==> config.mk <==
export PLATFORM = sky130hd
export DESIGN_NAME = mipi_tx_hs_seq
export DESIGN_NICKNAME = d
export VERILOG_FILES = /design/src/rtl/mipi_tx_pkg.sv /design/src/rtl/mipi_tx_timer.sv /design/src/rtl/mipi_tx_hs_seq.sv
export SDC_FILE = /design/constraint.sdc
export NUM_CORES = 1
export LEC_CHECK = 0
export ABC_AREA = 1
export BUFFER_PORTS_ARGS = -buffer_cell sky130_fd_sc_hd__buf_2
export CELL_PAD_IN_SITES_DETAIL_PLACEMENT = 1
export CELL_PAD_IN_SITES_GLOBAL_PLACEMENT = 2
export CORE_UTILIZATION = 32
export CTS_CLUSTER_SIZE = 16
export DETAILED_ROUTE_END_ITERATION = 8
export GPL_ROUTABILITY_DRIVEN = 1
export PLACE_DENSITY_LB_ADDON = 0.1
export SYNTH_ARGS = -nofsm -noshare
export SYNTH_HDL_FRONTEND = slang
export SYNTH_HIERARCHICAL = 1
export SYNTH_SLANG_ARGS = --single-unit
==> constraint.sdc <==
create_clock -name clk_in_i -period 5.89 [get_ports clk_in_i]
set_clock_uncertainty 0.15 [all_clocks]
set_input_delay 0.2945 -clock clk_in_i [delete_from_list [all_inputs] [get_ports clk_in_i]]
set_output_delay 0.2945 -clock clk_in_i [all_outputs]
set_load 0.1 [all_outputs]
==> src/rtl/mipi_tx_pkg.sv <==
// Shared types and line encodings for the MIPI D-PHY high-speed transmit sequencer.
package mipi_tx_pkg;

   typedef enum logic [2:0] {
      ST_STOP,
      ST_HS_RQST,
      ST_HS_PREP,
      ST_HS_ZERO,
      ST_HS_SYNC,
      ST_HS_DATA,
      ST_HS_TRAIL,
      ST_HS_EXIT
   } state_e;

   localparam logic [7:0] SYNC_WORD = 8'hB8;

   // LP line encodings, packed as {dp, dn}
   localparam logic [1:0] LP_11 = 2'b11;
   localparam logic [1:0] LP_01 = 2'b01;
   localparam logic [1:0] LP_00 = 2'b00;

endpackage

==> src/rtl/mipi_tx_timer.sv <==
// Loadable 8-bit down-counter; holds at zero and flags it, shared by all timed states.
module mipi_tx_timer (
   input  logic       clk_in_i,
   input  logic       rst_ni,
   input  logic       load_i,
   input  logic [7:0] load_val_i,
   output logic       zero_o
);

   logic [7:0] cnt_q, cnt_d;

   always_comb begin
      cnt_d = cnt_q;
      if (load_i) begin
         cnt_d = load_val_i;
      end else if (cnt_q != 8'd0) begin
         cnt_d = cnt_q - 8'd1;
      end
   end

   always_ff @(posedge clk_in_i) begin
      if (!rst_ni) begin
         cnt_q <= 8'd0;
      end else begin
         cnt_q <= cnt_d;
      end
   end

   assign zero_o = (cnt_q == 8'd0);

endmodule

==> src/rtl/mipi_tx_hs_seq.sv <==
// D-PHY data-lane HS burst sequencer: LP-11 -> LP-01 -> LP-00 -> HS-zero/sync/data/trail -> LP-11.
//
// state       | meaning
// ST_STOP     | LP-11 idle, waits for request with PLL locked
// ST_HS_RQST  | LP-01 for T_LPX cycles
// ST_HS_PREP  | LP-00 for T_PREPARE cycles
// ST_HS_ZERO  | HS 0x00 words for T_ZERO cycles
// ST_HS_SYNC  | HS sync word, first byte accepted
// ST_HS_DATA  | payload bytes, one per cycle
// ST_HS_TRAIL | inverted last bit held for T_TRAIL cycles
// ST_HS_EXIT  | LP-11 hold for T_EXIT cycles, requests ignored
module mipi_tx_hs_seq
   import mipi_tx_pkg::*;
#(
   parameter int T_LPX     = 4,
   parameter int T_PREPARE = 3,
   parameter int T_ZERO    = 6,
   parameter int T_TRAIL   = 4,
   parameter int T_EXIT    = 8
) (
   input  logic       clk_in_i,
   input  logic       rst_ni,
   input  logic       pll_lock_i,
   input  logic [7:0] tx_data_i,
   input  logic       tx_valid_i,
   input  logic       tx_last_i,
   output logic       tx_ready_o,
   output logic [7:0] hs_tx_data_o,
   output logic       hs_en_o,
   output logic       lp_en_o,
   output logic       tx_oe_o,
   output logic       lp_tx_dp_o,
   output logic       lp_tx_dn_o,
   output logic       busy_o,
   output logic       underflow_o,
   output logic       abort_o
);

   if (T_LPX < 1 || T_LPX > 255 || T_PREPARE < 1 || T_PREPARE > 255 ||
       T_ZERO < 1 || T_ZERO > 255 || T_TRAIL < 1 || T_TRAIL > 255 ||
       T_EXIT < 1 || T_EXIT > 255) begin : g_bad_param
      $fatal(1, "mipi_tx_hs_seq: timing parameters must lie in 1..255");
   end

   state_e     state_q, state_d;
   logic [7:0] hs_data_q, hs_data_d;
   logic [1:0] lp_q, lp_d;
   logic       hs_en_q, hs_en_d, lp_en_q, lp_en_d, oe_q, oe_d;
   logic       ready_q, ready_d, busy_q, busy_d;
   logic       uf_q, uf_d, ab_q, ab_d;
   logic       tmr_load, tmr_zero;
   logic [7:0] tmr_val;

   mipi_tx_timer u_timer (
      .clk_in_i   (clk_in_i),
      .rst_ni     (rst_ni),
      .load_i     (tmr_load),
      .load_val_i (tmr_val),
      .zero_o     (tmr_zero)
   );

   assign tmr_load = (state_d != state_q);

   always_comb begin
      tmr_val = 8'd0;
      case (state_d)
         ST_HS_RQST:  tmr_val = 8'(T_LPX - 1);
         ST_HS_PREP:  tmr_val = 8'(T_PREPARE - 1);
         ST_HS_ZERO:  tmr_val = 8'(T_ZERO - 1);
         ST_HS_TRAIL: tmr_val = 8'(T_TRAIL - 1);
         ST_HS_EXIT:  tmr_val = 8'(T_EXIT - 1);
         default:     tmr_val = 8'd0;
      endcase
   end

   always_ff @(posedge clk_in_i) begin
      if (!rst_ni) begin
         state_q   <= ST_STOP;
         hs_data_q <= 8'h00;
         lp_q      <= LP_11;
         hs_en_q   <= 1'b0;
         lp_en_q   <= 1'b1;
         oe_q      <= 1'b1;
         ready_q   <= 1'b0;
         busy_q    <= 1'b0;
         uf_q      <= 1'b0;
         ab_q      <= 1'b0;
      end else begin
         state_q   <= state_d;
         hs_data_q <= hs_data_d;
         lp_q      <= lp_d;
         hs_en_q   <= hs_en_d;
         lp_en_q   <= lp_en_d;
         oe_q      <= oe_d;
         ready_q   <= ready_d;
         busy_q    <= busy_d;
         uf_q      <= uf_d;
         ab_q      <= ab_d;
      end
   end

   always_comb begin
      state_d = state_q;
      uf_d    = 1'b0;
      ab_d    = 1'b0;
      case (state_q)
         ST_STOP:    if (tx_valid_i && pll_lock_i) state_d = ST_HS_RQST;
         ST_HS_RQST: if (tmr_zero) state_d = ST_HS_PREP;
         ST_HS_PREP: if (tmr_zero) state_d = ST_HS_ZERO;
         ST_HS_ZERO: if (tmr_zero) state_d = ST_HS_SYNC;
         ST_HS_SYNC, ST_HS_DATA: begin
            // ready low here means the last byte is on the wire now
            if (!ready_q) begin
               state_d = ST_HS_TRAIL;
            end else if (tx_valid_i) begin
               state_d = ST_HS_DATA;
            end else begin
               state_d = ST_HS_TRAIL;
               uf_d    = 1'b1;
            end
         end
         ST_HS_TRAIL: if (tmr_zero) state_d = ST_HS_EXIT;
         ST_HS_EXIT:  if (tmr_zero) state_d = ST_STOP;
         default:     state_d = ST_STOP;
      endcase
      if (state_q != ST_STOP && state_q != ST_HS_EXIT && !pll_lock_i) begin
         state_d = ST_HS_EXIT;
         uf_d    = 1'b0;
         ab_d    = 1'b1;
      end
   end

   always_comb begin
      hs_data_d = 8'h00;
      hs_en_d   = 1'b0;
      lp_d      = LP_11;
      ready_d   = 1'b0;
      case (state_d)
         ST_HS_RQST: lp_d = LP_01;
         ST_HS_PREP: lp_d = LP_00;
         ST_HS_ZERO: begin
            hs_en_d = 1'b1;
            lp_d    = LP_00;
         end
         ST_HS_SYNC: begin
            hs_en_d   = 1'b1;
            lp_d      = LP_00;
            hs_data_d = SYNC_WORD;
            ready_d   = 1'b1;
         end
         ST_HS_DATA: begin
            hs_en_d   = 1'b1;
            lp_d      = LP_00;
            hs_data_d = tx_data_i;
            ready_d   = ~tx_last_i;
         end
         ST_HS_TRAIL: begin
            hs_en_d   = 1'b1;
            lp_d      = LP_00;
            hs_data_d = (state_q == ST_HS_TRAIL) ? hs_data_q : {8{~hs_data_q[7]}};
         end
         default: lp_d = LP_11;
      endcase
      lp_en_d = ~hs_en_d;
      oe_d    = hs_en_d | lp_en_d;
      busy_d  = (state_d != ST_STOP);
   end

   assign tx_ready_o   = ready_q;
   assign hs_tx_data_o = hs_data_q;
   assign hs_en_o      = hs_en_q;
   assign lp_en_o      = lp_en_q;
   assign tx_oe_o      = oe_q;
   assign lp_tx_dp_o   = lp_q[1];
   assign lp_tx_dn_o   = lp_q[0];
   assign busy_o       = busy_q;
   assign underflow_o  = uf_q;
   assign abort_o      = ab_q;

endmodule

Word level (Yosys, flattened, before mapping). Cells that the tools add are included.

Logic and storage cells: 69. Output and inout bits: 17. Bits of input ports: 13. Register bits: 27.

Reduce and logical (&&, ||, !) cells: 15. $add $sub $neg: 1. Equal/unequal tests: 17. Bitwise logic cells: 6. Multiplexer cells: 20.

Operator list (count): $eq A3 B3 Y1 const B (8); $mux W8 (3); $pmux W8 S3 (1); $mux W3 (7); $pmux W3 S7 (1); $eq A3 B2 Y1 const B (4); $pmux W3 S4 (1); $logic_not A8 Y1 (1); $reduce_bool A8 Y1 (1); $reduce_or A4 Y1 (2); $sub A8 B1 Y8 const B (1); $eq A3 B1 Y1 const B (2); $not A1 Y1 (6); $reduce_bool A3 Y1 (2); $reduce_or A5 Y1 (1); $mux W2 (2); $pmux W2 S2 (1); $reduce_or A2 Y1 (2); $logic_and A1 B1 Y1 (3); $logic_not A3 Y1 (1); $mux W1 (3); $ne A3 B3 Y1 (1); $ne A3 B3 Y1 const B (1); $ne A2 B2 Y1 const B (1); other kinds (3) (3).

Longest topological paths before layout.
Depth after elaboration: 8. Depth in mapped cells: 18. Mapped depth without buffers: 18.

Cells and area by module. Netlist, hierarchy kept.

By module, submodules not included: mipi_tx_hs_seq (seq. area each 380.4 µm², area each 1053.5 µm², cells an instance 140, instances 1); mipi_tx_timer (seq. area each 160.2 µm², area each 478.0 µm², cells an instance 70, instances 1).

Worst setup path after synthesis. OpenSTA, ideal clock, no wires.

Path kind: register to register. From: register ready_q (netlist: tx_ready_o). To: register u_timer.cnt_q[6]. Data required time: 5622 ps. Library setup time: 118 ps. Path buffers: 1. Data arrival time: 2169 ps. Path slack: 3453 ps. Period minus slack after synthesis: 2437 ps. Stages on the path, launching flop included: 12. Path through: dfxtp_1 > nand2_1 > nand3_1 > nand2_2 > nand4_2 > xor2_1 > o2111ai_1 > buf_2 > inv_2 > o21ai_1 > a21oi_1 > nor2_1.

Word-level cells in the longest chain between the ends: 5. Elaborated cells between the ends (all ways): 6. Classes of those cells: eq/ne: 1; mux: 4; reduce/logical: 1.

RTL lines: start, declared (line mipi_tx_hs_seq.sv:49) `logic ready_q, ready_d, busy_q, busy_d;`; start signal, assigned (line mipi_tx_hs_seq.sv:95) `ready_q <= ready_d;`; $mux W2 (*) (line mipi_tx_hs_seq.sv:113) `if (!ready_q) begin`; $pmux W3 S7 (*) (line mipi_tx_hs_seq.sv:106) `case (state_q)`; $mux W3 (*) (line mipi_tx_hs_seq.sv:126) `if (state_q != ST_STOP && state_q != ST_HS_EXIT && !pll_lock_i) begin`; $ne A3 B3 Y1 (*) (line mipi_tx_hs_seq.sv:62) `assign tmr_load = (state_d != state_q);`; net tmr_load (line mipi_tx_hs_seq.sv:51) `logic tmr_load, tmr_zero;`; $mux W8 / $reduce_bool A2 Y1 (equally long branches); end signal, assigned (line mipi_tx_timer.sv:25) `cnt_q <= cnt_d;`; end, declared (line mipi_tx_timer.sv:10) `logic [7:0] cnt_q, cnt_d;`.

Mark *: on every way through the listed nets, which the timed path passes. The rest lies on a longest branch. A chain may end at the register's enable or synchronous reset.

Worst setup path after layout.
From: register u_timer.cnt_q[0]. To: register u_timer.cnt_q[6].

Word-level cells in the longest chain between the ends: 6. Elaborated cells between the ends (all ways): 14. Classes of those cells: add/sub: 1; eq/ne: 1; mux: 9; reduce/logical: 3.

RTL lines: $logic_not A8 Y1 (*) (line mipi_tx_timer.sv:29) `assign zero_o = (cnt_q == 8'd0);`; net tmr_zero (line mipi_tx_hs_seq.sv:51); $mux W3 (on tied branches); $pmux W3 S7 (*) (line mipi_tx_hs_seq.sv:106); $mux W3 (*) (line mipi_tx_hs_seq.sv:126); $ne A3 B3 Y1 (*) (line mipi_tx_hs_seq.sv:62); net tmr_load (line mipi_tx_hs_seq.sv:51); $mux W8 / $reduce_bool A2 Y1 (equally long branches).

Mark *: on every way through the listed nets, which the timed path passes. The rest lies on a longest branch. The select of a mux whose other input is x is not followed.

==> results by group <==
Timing
  • Unrepaired setup endpoints after global routing: false
  • Fmax: 0.360 GHz
  • Max-slew headroom: 52.2%
  • Max-slew violation count: 0
  • Fin crit period: 2.78 ns
  • Worst-margin pin slew: 0.717 ns
  • Final setup viols: 0
  • TNS Setup: 0 ns
  • Fin Hold WS: 0.0365 ns
  • Hold Vio Cnt, Final: 0
  • Fin crit share: 47.2%

Routing
  • Number of vias per cell: 4.95
  • Pre-Repair DR Iteration Count: 4
  • WL per Instance: 13.7 um
  • DRT antenna net count: 0
  • Via count: 1456
  • Drt initial violations: 33
  • DRC: 0
  • Final WL: 4020 um

CTS
  • Clk sink count: 27
  • Clk root buf: clkbuf_8
  • CTS clk-pin slew, worst paths: 0.10 ns
  • H-tree Lvls: 1
  • Post-CTS Hold Buffers: 0
  • Clk Latency, worst-skew pair: 0.28 ns
  • TritonCTS clock tree: yes
  • Buffer levels on the longest clock path: 2
  • Post-CTS Resized: 0
  • Total setup buffers inserted after CTS: 0
  • Num CTS Buffers: 3

Global routing
  • Antenna violations before repair: 0
  • Vias in the first global route: 1568
  • Total track usage: 17.8%
  • Congestion Overflow GR: 0
  • First-pass GRT wire length: 7110 um
  • Pin count of the biggest net entering global routing: 17

Die
  • Initial core utilization: 34.2%
  • Die height: 71.2 um
  • Die X-Extent: 71.2 um
  • Core Footprint: 0.00447 mm^2
  • Die area: 0.00507 mm^2
  • Ports: 30
  • Row cnt: 24

Logic synthesis
  • Synth top area share: 35.3%
  • Seq/Total Area, Yosys: 35.3%
  • Ranking of synthesized cells by area: dfxtp_1 35%, nand2_1 12%, nand3_1 7.2%
  • Synthesized area: 0.00153 mm^2
  • Flops & latches, synth: 27
  • Yosys Warn Count: 6
  • Synth area leader: dfxtp_1
  • Syn avg cell area: 7.29 um^2
  • Syn Inst Count: 210
  • Netlist cell types: 34

Finish
  • Post-route cell area: 0.00177 mm^2
  • Nets: 257
  • Layout fillers: 588
  • Multi-input gate area: 890 um^2
  • Ant. Diodes: 0
  • Reg area: 541 um^2
  • Most common cell after layout, fill and taps aside: nand2_1
  • Fraction of layout cells with a size suffix above 1: 24.8%
  • P&R area growth vs syn: 15.6%
  • Most frequent cells in the layout: 49 x nand2_1, 28 x buf_2, 27 x dfxtp_1
  • Core utilization of the finished layout: 39.6%

Job
  • Number of max-cap violations: 0

Placed design
  • Area post-placement: 0.00172 mm^2
  • HPWL after detailed placement: 3270 um
  • IO buf count: 28
  • Placer Congestion: 0.797

Setup path
  • Critical Path AT: 2.81 ns
  • Crit end category: flop
  • Largest stage delay on the critical path: 0.36 ns
  • Startpoint Class: flop
  • CP required: 5.92 ns
  • Crit Reg-Reg Startpoint: u_timer/cnt_q[0]
  • R2R Path End: u_timer/cnt_q[6]
  • Worst path top cell family by delay: simple AND/OR/NAND/NOR gates
  • Slowest-stage cell, CP: o2111ai_1
  • R2R Setup Slk: 3.11 ns
  • Worst Path Max Fanout: 11
  • Worst-case reg-to-reg path depth: 15
  • Setup CP Type: reg -> reg
  • WP buf/inv: 3
  • CP Cell Sequence: inv_1 -> ha_1 -> nand2_2 -> nor2_8 -> inv_1 -> nand2_1 -> nand2_1 -> nand2_2 -> nand4_2 -> xor2_1 -> o2111ai_1 -> inv_2 -> o21ai_1 -> a21oi_1 -> nor2_1

Min path
  • Hold depth: 2
  • Worst Hold Class: in -> reg
  • Hold EP: tx_ready_o
  • HP Start: tx_last_i

Status
  • Status: finished clean
[worst max path at each step]
stage / from / endpoint / cells past startpoint
3_3_place_gp: u_timer/cnt_q[0] / u_timer/cnt_q[5] / 15
3_5_place_dp: u_timer/cnt_q[0] / u_timer/cnt_q[5] / 15
2_1_floorplan: tx_ready_o / u_timer/cnt_q[6] / 11
4_1_cts: u_timer/cnt_q[0] / u_timer/cnt_q[5] / 15
6_report: u_timer/cnt_q[0] / u_timer/cnt_q[6] / 15
5_1_grt: u_timer/cnt_q[0] / u_timer/cnt_q[7] / 14
[metrics by stage]
stage	setup slack (ns)	instances
2_1_floorplan	3.45	214
4_1_cts	3.08	294
5_1_grt	2.73	294
3_5_place_dp	3.11	290
3_3_place_gp	3.19	290
6_report	3.11	294
[registers in the layout (all words and copies together) (netlist names)]
signal and cells:
hs_tx_data_o 8, underflow_o 1, abort_o 1, busy_o 1
u_timer/cnt_q 8, state_q 3, hs_en_o 1, tx_ready_o 1
lp_en_o 1, lp_q 2
[cell type report]
class	instances	area share [%]
Clock inverter	1	0.424
Timing Repair Buffer	28	7.92
Multi-Input combinational cell	160	50.2
Tap cell	52	3.67
Clock buffer	3	2.33
Sequential cell	27	30.5
Inverter	23	4.88
[cell families after synthesis]
logic type / share of synthesized area, %
compound gates: 9.31
xor+xnor: 2.29
other cells: 0.490
fa+ha+maj: 0.817
buf+inv: 7.60
simple gates: 44.2
flops: 35.3
[worst register-to-register path, delay by kind of cell (launching register included)]
family          cells  cell delay [ns]
compound gates      3             0.58
xor+xnor            1             0.17
fa+ha+maj           1             0.24
buf+inv             3             0.44
flops               1             0.33
simple gates        7             0.77
[cells in the mapped netlist (all sizes together)]
| master | instances |
|---|---|
| nor3 | 6 |
| inv | 23 |
| o2111ai | 1 |
| dfxtp | 27 |
| a211oi | 1 |
| xnor2 | 2 |
| clkbuf | 2 |
| o21ai | 8 |
| nand4 | 8 |
| a21o | 1 |
| conb | 2 |
| buf | 2 |
| ha | 1 |
| nor2 | 27 |
| o211ai | 1 |
| a31oi | 1 |
| nand2 | 56 |
| a21oi | 13 |
| nand3 | 26 |
| xor2 | 2 |
[metal layers]
layer	GRT usage, %	share of wire (%)	wire (um)	vias to the layer above
li1	-	-	-	749
met1	21.1	46	1830	680
met2	32.7	51	2050	23
met3	2.99	2.6	105	4
met4	5.11	0.62	25	0
met5	0	0	0	-
Power is left out: the tool's default activity adds up to more than one toggle a clock period on the data nets, which glitch-free logic cannot reach.
